===== src/rtl/urt_tx_frame.sv =====
// urt_tx_frame: UART transmit framer/serializer, one bit per CLK_URT_TX tick (start, data LSB-first, optional parity, stop).
// Optional macro URT_TX_HOLD_BUF_EN adds a one-entry holding register so frames can run back-to-back.
module urt_tx_frame #(
  parameter int DATA_WIDTH = 8
) (
  input  logic                  CLK_URT_TX,
  input  logic                  RST_URT_TX,
  input  logic [DATA_WIDTH-1:0] P_DATA_URT_TX,
  input  logic                  Data_Valid_URT_TX,
  input  logic                  PAR_EN_URT_TX,
  input  logic                  PAR_TYP_URT_TX,
  output logic                  TX_OUT_URT_TX,
  output logic                  busy_URT_TX
);
  localparam int CNT_W = (DATA_WIDTH > 1) ? $clog2(DATA_WIDTH) : 1;
  localparam logic [CNT_W-1:0] LAST_BIT = CNT_W'(DATA_WIDTH - 1);

  typedef enum logic [2:0] {IDLE, START, DATA, PARITY, STOP} state_t;

  state_t                state;
  logic [CNT_W-1:0]      bit_cnt;
  logic [DATA_WIDTH-1:0] shift_reg;
  logic [DATA_WIDTH-1:0] shift_nxt;
  logic                  par_en_q;
  logic                  par_bit_q;

`ifdef URT_TX_HOLD_BUF_EN
  logic [DATA_WIDTH-1:0] hold_data;
  logic                  hold_par_en;
  logic                  hold_par_bit;
  logic                  hold_full;
`endif

  // Even parity = XOR-reduce; odd parity = XNOR-reduce.
  function automatic logic calc_parity(input logic [DATA_WIDTH-1:0] d, input logic odd);
    return (^d) ^ odd;
  endfunction

  assign shift_nxt = shift_reg >> 1;

  // Outputs are loaded with the value of the state being entered, so they stay registered.
  always_ff @(posedge CLK_URT_TX or negedge RST_URT_TX) begin
    if (!RST_URT_TX) begin
      state         <= IDLE;
      bit_cnt       <= '0;
      shift_reg     <= '0;
      par_en_q      <= 1'b0;
      par_bit_q     <= 1'b0;
      TX_OUT_URT_TX <= 1'b1;
      busy_URT_TX   <= 1'b0;
`ifdef URT_TX_HOLD_BUF_EN
      hold_data     <= '0;
      hold_par_en   <= 1'b0;
      hold_par_bit  <= 1'b0;
      hold_full     <= 1'b0;
`endif
    end else begin
`ifdef URT_TX_HOLD_BUF_EN
      // STOP handles its own strobe by launching the next frame directly.
      if (Data_Valid_URT_TX && !hold_full && state != IDLE && state != STOP) begin
        hold_data    <= P_DATA_URT_TX;
        hold_par_en  <= PAR_EN_URT_TX;
        hold_par_bit <= calc_parity(P_DATA_URT_TX, PAR_TYP_URT_TX);
        hold_full    <= 1'b1;
      end
`endif
      case (state)
        IDLE: begin
          if (Data_Valid_URT_TX) begin
            shift_reg     <= P_DATA_URT_TX;
            par_en_q      <= PAR_EN_URT_TX;
            par_bit_q     <= calc_parity(P_DATA_URT_TX, PAR_TYP_URT_TX);
            state         <= START;
            TX_OUT_URT_TX <= 1'b0;
            busy_URT_TX   <= 1'b1;
          end else begin
            TX_OUT_URT_TX <= 1'b1;
            busy_URT_TX   <= 1'b0;
          end
        end
        START: begin
          state         <= DATA;
          bit_cnt       <= '0;
          TX_OUT_URT_TX <= shift_reg[0];
        end
        DATA: begin
          if (bit_cnt == LAST_BIT) begin
            if (par_en_q) begin
              state         <= PARITY;
              TX_OUT_URT_TX <= par_bit_q;
            end else begin
              state         <= STOP;
              TX_OUT_URT_TX <= 1'b1;
            end
          end else begin
            bit_cnt       <= bit_cnt + 1'b1;
            shift_reg     <= shift_nxt;
            TX_OUT_URT_TX <= shift_nxt[0];
          end
        end
        PARITY: begin
          state         <= STOP;
          TX_OUT_URT_TX <= 1'b1;
        end
        STOP: begin
`ifdef URT_TX_HOLD_BUF_EN
          if (hold_full) begin
            shift_reg     <= hold_data;
            par_en_q      <= hold_par_en;
            par_bit_q     <= hold_par_bit;
            hold_full     <= 1'b0;
            state         <= START;
            TX_OUT_URT_TX <= 1'b0;
          end else if (Data_Valid_URT_TX) begin
            shift_reg     <= P_DATA_URT_TX;
            par_en_q      <= PAR_EN_URT_TX;
            par_bit_q     <= calc_parity(P_DATA_URT_TX, PAR_TYP_URT_TX);
            state         <= START;
            TX_OUT_URT_TX <= 1'b0;
          end else begin
            state         <= IDLE;
            TX_OUT_URT_TX <= 1'b1;
            busy_URT_TX   <= 1'b0;
          end
`else
          state         <= IDLE;
          TX_OUT_URT_TX <= 1'b1;
          busy_URT_TX   <= 1'b0;
`endif
        end
        default: begin
          state         <= IDLE;
          TX_OUT_URT_TX <= 1'b1;
          busy_URT_TX   <= 1'b0;
        end
      endcase
    end
  end

endmodule


===== config.mk =====
export PLATFORM = sky130hd
export DESIGN_NAME = urt_tx_frame
export DESIGN_NICKNAME = d
export VERILOG_FILES = /design/src/rtl/urt_tx_frame.sv
export SDC_FILE = /design/constraint.sdc
export NUM_CORES = 1
export LEC_CHECK = 0
export CAP_MARGIN = 0
export CORE_MARGIN = 1.5
export CORE_UTILIZATION = 50
export CTS_CLUSTER_SIZE = 16
export DETAILED_ROUTE_END_ITERATION = 10
export DONT_BUFFER_PORTS = 1
export PLACE_DENSITY = 0.68
export RECOVER_POWER = 50
export SLEW_MARGIN = 25
export SYNTH_ARGS = -nofsm -noshare
export SYNTH_HDL_FRONTEND = slang
export SYNTH_SLANG_ARGS = --single-unit

===== constraint.sdc =====
create_clock -name CLK_URT_TX -period 1.6 [get_ports CLK_URT_TX]
set_clock_uncertainty 0.05 [all_clocks]
set_input_delay 0.32 -clock CLK_URT_TX [delete_from_list [all_inputs] [get_ports CLK_URT_TX]]
set_output_delay 0.32 -clock CLK_URT_TX [all_outputs]
set_load 0.02 [all_outputs]

Word level (Yosys, flattened, before mapping)
Index checks and enable logic that the tools add are counted.

word-level totals
  output and inout bits = 2
  input port bits = 13
  bits in latches = 0
  memory bits (writable) = 0
  register bits after elaboration = 18
  memories = 0
  ROM bits = 0
  logic and storage cells = 40

cells by class
  eq/ne operators = 7
  reduce and logical (&&, ||, !) cells = 9
  $mul = 0
  divide/modulo/power cells = 0
  $lt $le $gt $ge = 0
  add/subtract/negate cells = 1
  mux-type cells = 15
  bitwise gates (word level) = 1
  shifts and indexed selects = 0

operators by type and width
  kind                                            count
  two-way mux 8 bit                               2
  case mux 8 bit (2 select lines)                 1
  two-way mux 3 bit                               4
  case mux 3 bit (4 select lines)                 1
  parity 8 bit                                    1
  == test 3 x 2 -> 1 bit (second input constant)  2
  != test 2 bit (second input constant)           3
  case mux 3 bit (2 select lines)                 1
  AND reduction 2 bit                             3
  two-way mux 1 bit                               4
  nonzero test 2 bit                              2
  adder 3 x 1 -> 3 bit (second input constant)    1
  == test 3 x 1 -> 1 bit (second input constant)  1
  == test 3 bit (second input constant)           1
  logical NOT 3 bit                               1
  case mux 1 bit (3 select lines)                 1
  AND reduction 3 bit                             1
  OR reduction 3 bit                              1
  case mux 1 bit (2 select lines)                 1
  bitwise XOR 1 bit                               1

Longest topological paths before layout
Gate-level depths: netlist of the first run.

  depth in word-level cells = 3
  depth in mapped cells = 7
  mapped depth without buffers = 6

Least setup slack after synthesis of the first run
Ideal clock, no wire load.

  kind = register to register
  start point = register bit_cnt[0]
  end point = register shift_reg[1]
  library setup time = 126 ps
  setup slack = 94 ps
  clock period less this slack = 1506 ps
  arrival time = 1329 ps
  stages on the path, launching flop included = 8
  path through = dfrtp_1 > ha_1 > ha_1 > nor2b_2 > o21ai_2 > buf_6 > nand2_1 > o21ai_2

between the ends
  cells in the longest elaborated chain, start to end = 3

ends and longest elaborated chain
  item                                  RTL line  RTL
  from (decl)                           21        logic [CNT_W-1:0] bit_cnt;
  from (signal assigned)                96        bit_cnt <= bit_cnt + 1'b1;
  == test 3 bit                         87        if (bit_cnt == LAST_BIT) begin
  != test 2 bit (no source line)        n/a
  AND reduction 3 bit (no source line)  n/a
  to (signal assigned)                  97        shift_reg <= shift_nxt;
  to (decl)                             22        logic [DATA_WIDTH-1:0] shift_reg;

Every way passes these cells.
A chain may end at the register's enable or synchronous reset.

Worst setup path in the final report of the first run
  start point = register bit_cnt[0]
  end point = register shift_reg[7]

Same word-level chain as after synthesis.

==> reports/qor.csv, run 1 <==
metric,value,unit
status,"complete, no violations",
R2R depth,5,
Pre-antenna DRT Iters,4,
routed wire length,1690,um
CTS tree,built,
PortBufs,0,
Root Buffer,clkbuf_4,
clock latency reported for the late side of the worst-skew pair,0.29,ns
max frequency,668,MHz
Slew headroom,0.475,
R2R Path Start,bit_cnt[0]$_DFFE_PN0P_,
Initial Utilization,0.554,
detailed-route wire length per cell,13.2,um
register-to-register setup slack,0.10,ns
CP Capture Type,flop,
count of final hold-check violations,0,
Area growth syn-to-layout,12.0,%
"most common cell after layout, fill and taps aside",dfrtp_1,
Yosys reg bits,18,
kind of critical path,flop to flop,
Worst Setup EP,shift_reg[7]$_DFFE_PN0P_,
CP required,1.74,ns
Hold WC Path Type,input port to flop,
Die ar.,0.00225,mm^2
layout cells sized above 1,0.223,
Cells after Synth,96,
global-route wire length before repair,2680,um
Total Routing Usage GR,0.176,
"commonest non-fill, non-tap cells in the layout","dfrtp_1 (17), nand2_1 (13), mux2i_1 (9)",
core area,0.00178,mm^2
Routed Antenna Nets,0,
Area contributors post-synth,"dfrtp_1 (43%), mux2i_1 (9.1%), nand2_1 (4.9%)",
post-route DRC violation count,0,
Horiz. Die Dim,47.5,um
min cycle time layout,1.50,ns
CTS H-tree depth,1,
worst hold start,Data_Valid_URT_TX,
RR Endpoint,shift_reg[7]$_DFFE_PN0P_,
Final #Nets,119,
Die Ht,47.5,um
crit path DAT,1.64,ns
Filler cells,155,
number of flip-flops in the largest register,8,
RSZ-0062 raised after global routing,false,
max cap viols,0,
row count,15,
CP peak stage delay,0.40,ns
cts bufs inserted,3,
post-synth top area cell,dfrtp_1,
Worst-Margin Slew,0.784,ns
routed via count,697,
"Slew Viols, Final",0,
synthesis warning total,0,
Crit-path slowest cell,dfrtp_1,
ANT cells,0,
worst-path fanout max,7,
clk slew on worst S/H paths,0.10,ns
crit share post-route,0.936,
Placer Congestion,0.701,
vias in the first global route,640,
Mapped Nets,111,
Synth Cell Area,988,um^2
largest net degree at the start of global routing,19,
top-area cell type share of the netlist area,0.430,
Top Ports,15,
initial antenna violation count,0,
Synth cell types,28,
Final setup viols,0,
hpwl dp,1230,um
"Seq/Total Area, Yosys",0.457,
area occupied by multi-input gates,523,um^2
CTS Buffer Depth,2,
Post-Place Cells,122,
Lkg Pwr,0.000493,uW
gr ovfl total,0,
Post-CTS Setup Inserts,0,
CP cell instances,ha_1 -> ha_2 -> nor2b_4 -> o21ai_4 -> a32o_1,
syn avg cell area,10.3,um^2
Crit. Startpoint,bit_cnt[0]$_DFFE_PN0P_,
final std cells w/o fill,128,
Max VDD drop,1.10,mV
drt via density,5.45,
pwr/cell area,1990,mW/mm^2
TNS Setup,0,ns
initial drt markers,10,
register area,452,um^2
CP Launch Type,flop,
clock sink count,18,
## power by group
part	leakage, uW	switching [uW]	internal, uW
Combinational	0.000248	553	508
Clock	0.0000210	138	139
Sequential	0.000224	196	675
## critical path, delay by kind of cell, from the launching register on
family          cells  cell delay (ns)
flops               1             0.40
compound gates      2             0.35
simple gates        1             0.18
fa+ha+maj           2             0.41
## cells by family (layout without fill, tap and decap cells)
| family | Yosys count | in the layout | share of synthesized area |
|---|---|---|---|
| adders and majority gates | 2 | 2 | 0.0253 |
| buffers and inverters | 8 | 14 | 0.0481 |
| muxes | 10 | 10 | 0.103 |
| xor gates and xnor gates | 7 | 7 | 0.0759 |
| AOI/OAI and AO/OA | 23 | 24 | 0.151 |
| and+or+nand+nor | 28 | 28 | 0.141 |
| DFF | 18 | 18 | 0.457 |
## through the flow
step                total power, uW  worst slack, ns  utilization  instance area [um^2]  hold slack [ns]
finish                         2210            0.102        0.621                  1110           0.0993
global route                   2400           0.0180        0.621                  1110            0.100
CTS                            2160           0.0367        0.606                  1080           0.0912
detailed placement             1850           -0.114        0.576                  1030          -0.0251
global placement               1810          -0.0175        0.576                  1030          -0.0251
floorplan                      1680           0.0944            -                   988          -0.0256
## cell usage after synthesis (all sizes together)
cell type	count
clkbuf	2
dfrtp	17
a32o	1
dfstp	1
o21ai	14
ha	2
buf	2
mux2	1
nor2b	1
a31oi	2
o21bai	1
mux2i	9
xor2	2
and2b	1
xnor2	4
nand2b	1
a21oi	3
xnor3	1
inv	4
a22oi	2
nor3	4
nand2	13
or2b	1
nor2	7
## layout make-up
| cell class | count | share of cell area |
|---|---|---|
| Inverter | 4 | 0.0158 |
| Timing Repair Buffer | 6 | 0.0429 |
| Sequential cell | 18 | 0.408 |
| Clock buffer | 4 | 0.0328 |
| Multi-Input combinational cell | 71 | 0.472 |
| Tap cell | 25 | 0.0282 |
## repair_timing
item / 4_1_cts / 5_1_grt
hold endpoints to repair: 18 / 0
gates cloned: 0 / 1
pin swaps: 0 / 1
gates resized for setup: 1 / 4
hold buffers: 1 / 0
endpoints found under the setup margin: 8 / 10
## how the worst min path moves through the flow
stage	to	depth (start not counted)
after floorplan	bit_cnt[0]$_DFFE_PN0P_	0
after global placement	bit_cnt[0]$_DFFE_PN0P_	0
after detailed placement	bit_cnt[0]$_DFFE_PN0P_	0
after CTS	busy_URT_TX$_DFFE_PN0N_	2
after global routing	busy_URT_TX$_DFFE_PN0N_	2
final	busy_URT_TX$_DFFE_PN0N_	2
## metal layers
layer | wire, um | global-route usage | up-vias
met5 | 0 | 0 | -
met4 | 39 | 0.100 | 0
met3 | 46 | 0.0226 | 5
met2 | 753 | 0.259 | 10
met1 | 852 | 0.249 | 331
li1 | - | - | 351
Power figures use the tool's default switching activity.
==> run 2: changes to the inputs <==
Settings changed: CORE_UTILIZATION 50 to 51, PLACE_DENSITY 0.68 to 0.69, SLEW_MARGIN 25 to default.
==> reports/qor.csv, run 2 (synthesized netlist as in run 1, its figures left out) <==
metric,value,unit,change
clock latency reported for the late side of the worst-skew pair,0.29,ns,about the same
crit share post-route,0.976,,was 0.936
worst hold start,Data_Valid_URT_TX,,unchanged
Max VDD drop,1.23,mV,was 1.10 mV
kind of critical path,flop to flop,,unchanged
status,"complete, no violations",,unchanged
Routed Antenna Nets,0,,unchanged
crit path buf inv count,1,,was 0
vias in the first global route,692,,was 640
ANT cells,0,,unchanged
min cycle time layout,1.56,ns,was 1.50 ns
CP peak stage delay,0.41,ns,was 0.40 ns
CTS tree,built,,unchanged
crit path DAT,1.71,ns,was 1.64 ns
Horiz. Die Dim,47.0,um,was 47.5 um
Die ar.,0.00221,mm^2,was 0.00225 mm^2
Root Buffer,clkbuf_4,,unchanged
Worst-Margin Slew,0.860,ns,was 0.784 ns
layout cells sized above 1,0.204,,was 0.223
drt via density,5.50,,was 5.45
Post-DP Area,0.00104,mm^2,was 0.00103 mm^2
count of final hold-check violations,0,,unchanged
max frequency,640,MHz,was 668 MHz
Final setup viols,0,,unchanged
number of flip-flops in the largest register,8,,unchanged
post-route DRC violation count,0,,unchanged
largest net degree at the start of global routing,19,,unchanged
Initial Utilization,0.560,,was 0.554
Hold WC Path Type,input port to flop,,unchanged
Slew headroom,0.425,,was 0.475
core area,0.00176,mm^2,was 0.00178 mm^2
Top Ports,15,,unchanged
Pre-antenna DRT Iters,4,,unchanged
Sequential Power Share,0.376,,was 0.394
"commonest non-fill, non-tap cells in the layout","dfrtp_1 (17), nand2_1 (13), mux2i_1 (9)",,unchanged
CP Launch Type,flop,,unchanged
Int Power,1400,uW,was 1320 uW
worst-path fanout max,15,,was 7
CP required,1.74,ns,about the same
global-route wire length before repair,2870,um,was 2680 um
pwr/cell area,2050,mW/mm^2,was 1990 mW/mm^2
gr ovfl total,0,,unchanged
"CP delay by family, top",adder cells,,unchanged
Die Ht,47.0,um,was 47.5 um
cts bufs inserted,3,,unchanged
Tot Pwr,2300,uW,was 2210 uW
area occupied by multi-input gates,504,um^2,was 523 um^2
initial drt markers,17,,was 10
Comb pwr share,0.499,,was 0.480
Crit-path slowest cell,dfrtp_1,,unchanged
"most common cell after layout, fill and taps aside",dfrtp_1,,unchanged
Total Routing Usage GR,0.193,,was 0.176
register area,452,um^2,unchanged
CTS H-tree depth,1,,unchanged
R2R Path Start,bit_cnt[0]$_DFFE_PN0P_,,unchanged
initial antenna violation count,0,,unchanged
sw power,901,uW,was 887 uW
final non-filler cell area,0.00112,mm^2,was 0.00111 mm^2
CTS Buffer Depth,2,,unchanged
CP cell instances,ha_1 -> ha_2 -> nor2b_4 -> o21ai_4 -> buf_12 -> a32o_1,,was ha_1 -> ha_2 -> nor2b_4 -> o21ai_4 -> a32o_1
Area growth syn-to-layout,13.4,%,was 12.0%
Final #Nets,119,,unchanged
switching part of the total,0.392,,was 0.401
clock sink count,18,,unchanged
"Slew Viols, Final",0,,unchanged
detailed-route wire length per cell,13.8,um,was 13.2 um
Filler cells,163,,was 155
hpwl dp,1340,um,was 1230 um
Lkg Pwr,0.000501,uW,was 0.000493 uW
row count,15,,unchanged
max cap viols,0,,unchanged
CP Capture Type,flop,,unchanged
clk slew on worst S/H paths,0.11,ns,was 0.10 ns
clock network power share,0.124,,was 0.125
Crit. Startpoint,bit_cnt[0]$_DFFE_PN0P_,,unchanged
routed wire length,1770,um,was 1690 um
routed via count,704,,was 697
Placer Congestion,0.751,,was 0.701
PortBufs,0,,unchanged
## run 2: changes by cell type in the layout (fill, tap and decap cells not counted), sizes merged
cell | previous run | this run
o21ai | 15 | 14
buf | 5 | 6
## run 2: final timing paths
kind / slack [ns] / end / cells after the start
max in group asynchronous: 0.45 / shift_reg[4]$_DFFE_PN0P_ / 1
min in group asynchronous: 0.52 / bit_cnt[0]$_DFFE_PN0P_ / 1
hold / removal: 0.10 / busy_URT_TX$_DFFE_PN0N_ / 2
hold reg to reg: 0.45 / shift_reg[0]$_DFFE_PN0P_ / 2
setup / recovery: 0.04 / shift_reg[7]$_DFFE_PN0P_ / 6
setup reg to reg: 0.04 / shift_reg[7]$_DFFE_PN0P_ / 6
## run 2: area by class of cell
| class | count | share of cell area |
|---|---|---|
| multi-input combinational | 70 | 0.450 |
| inverter | 4 | 0.0156 |
| clock buffer | 4 | 0.0324 |
| timing repair buffer | 7 | 0.0714 |
| tap | 25 | 0.0279 |
| sequential | 18 | 0.403 |
## run 2: per-stage QoR
| stage | setup TNS [ns] | util | worst slack, ns | hold slack (ns) | cells |
|---|---|---|---|---|---|
| after floorplan | 0 | - | 0.0944 | -0.0256 | 96 |
| after global placement | -0.281 | 0.589 | -0.0416 | -0.0252 | 122 |
| after detailed placement | -1.03 | 0.589 | -0.167 | -0.0252 | 122 |
| after CTS | 0 | 0.621 | 0.0351 | 0.103 | 127 |
| after global routing | -0.000836 | 0.635 | -0.000836 | 0.101 | 128 |
| final | 0 | 0.635 | 0.0384 | 0.103 | 128 |
## run 2: what timing repair did
item | CTS | global route
buffers inserted | 0 | 1
hold buffers | 1 | 0
resized for setup | 2 | 1
setup endpoints to repair | 8 | 7
pin swaps | 0 | 1
hold endpoints to repair | 18 | 0
## run 2: metal layers
| layer | GRT usage | wire length, um | vias up |
|---|---|---|---|
| li1 | - | - | 343 |
| met1 | 0.256 | 790 | 339 |
| met2 | 0.312 | 892 | 20 |
| met3 | 0.0308 | 71 | 2 |
| met4 | 0.0889 | 12 | 0 |
| met5 | 0 | 0 | - |
## run 2: power by group through the flow
stage                     combinational [uW]  clock (uW)  sequential [uW]
after floorplan                          869           0              813
after global placement                   986           0              872
after detailed placement                1030           0              882
after CTS                               1070         289              870
after global routing                    1280         308              891
final                                   1150         286              865
## run 2: worst register-to-register path, cell delays in order (launching register included)
cell and delay, ns:
dfrtp_1 0.41, ha_1 0.21, ha_2 0.22, nor2b_4 0.14, o21ai_4 0.07, buf_12 0.16, a32o_1 0.20
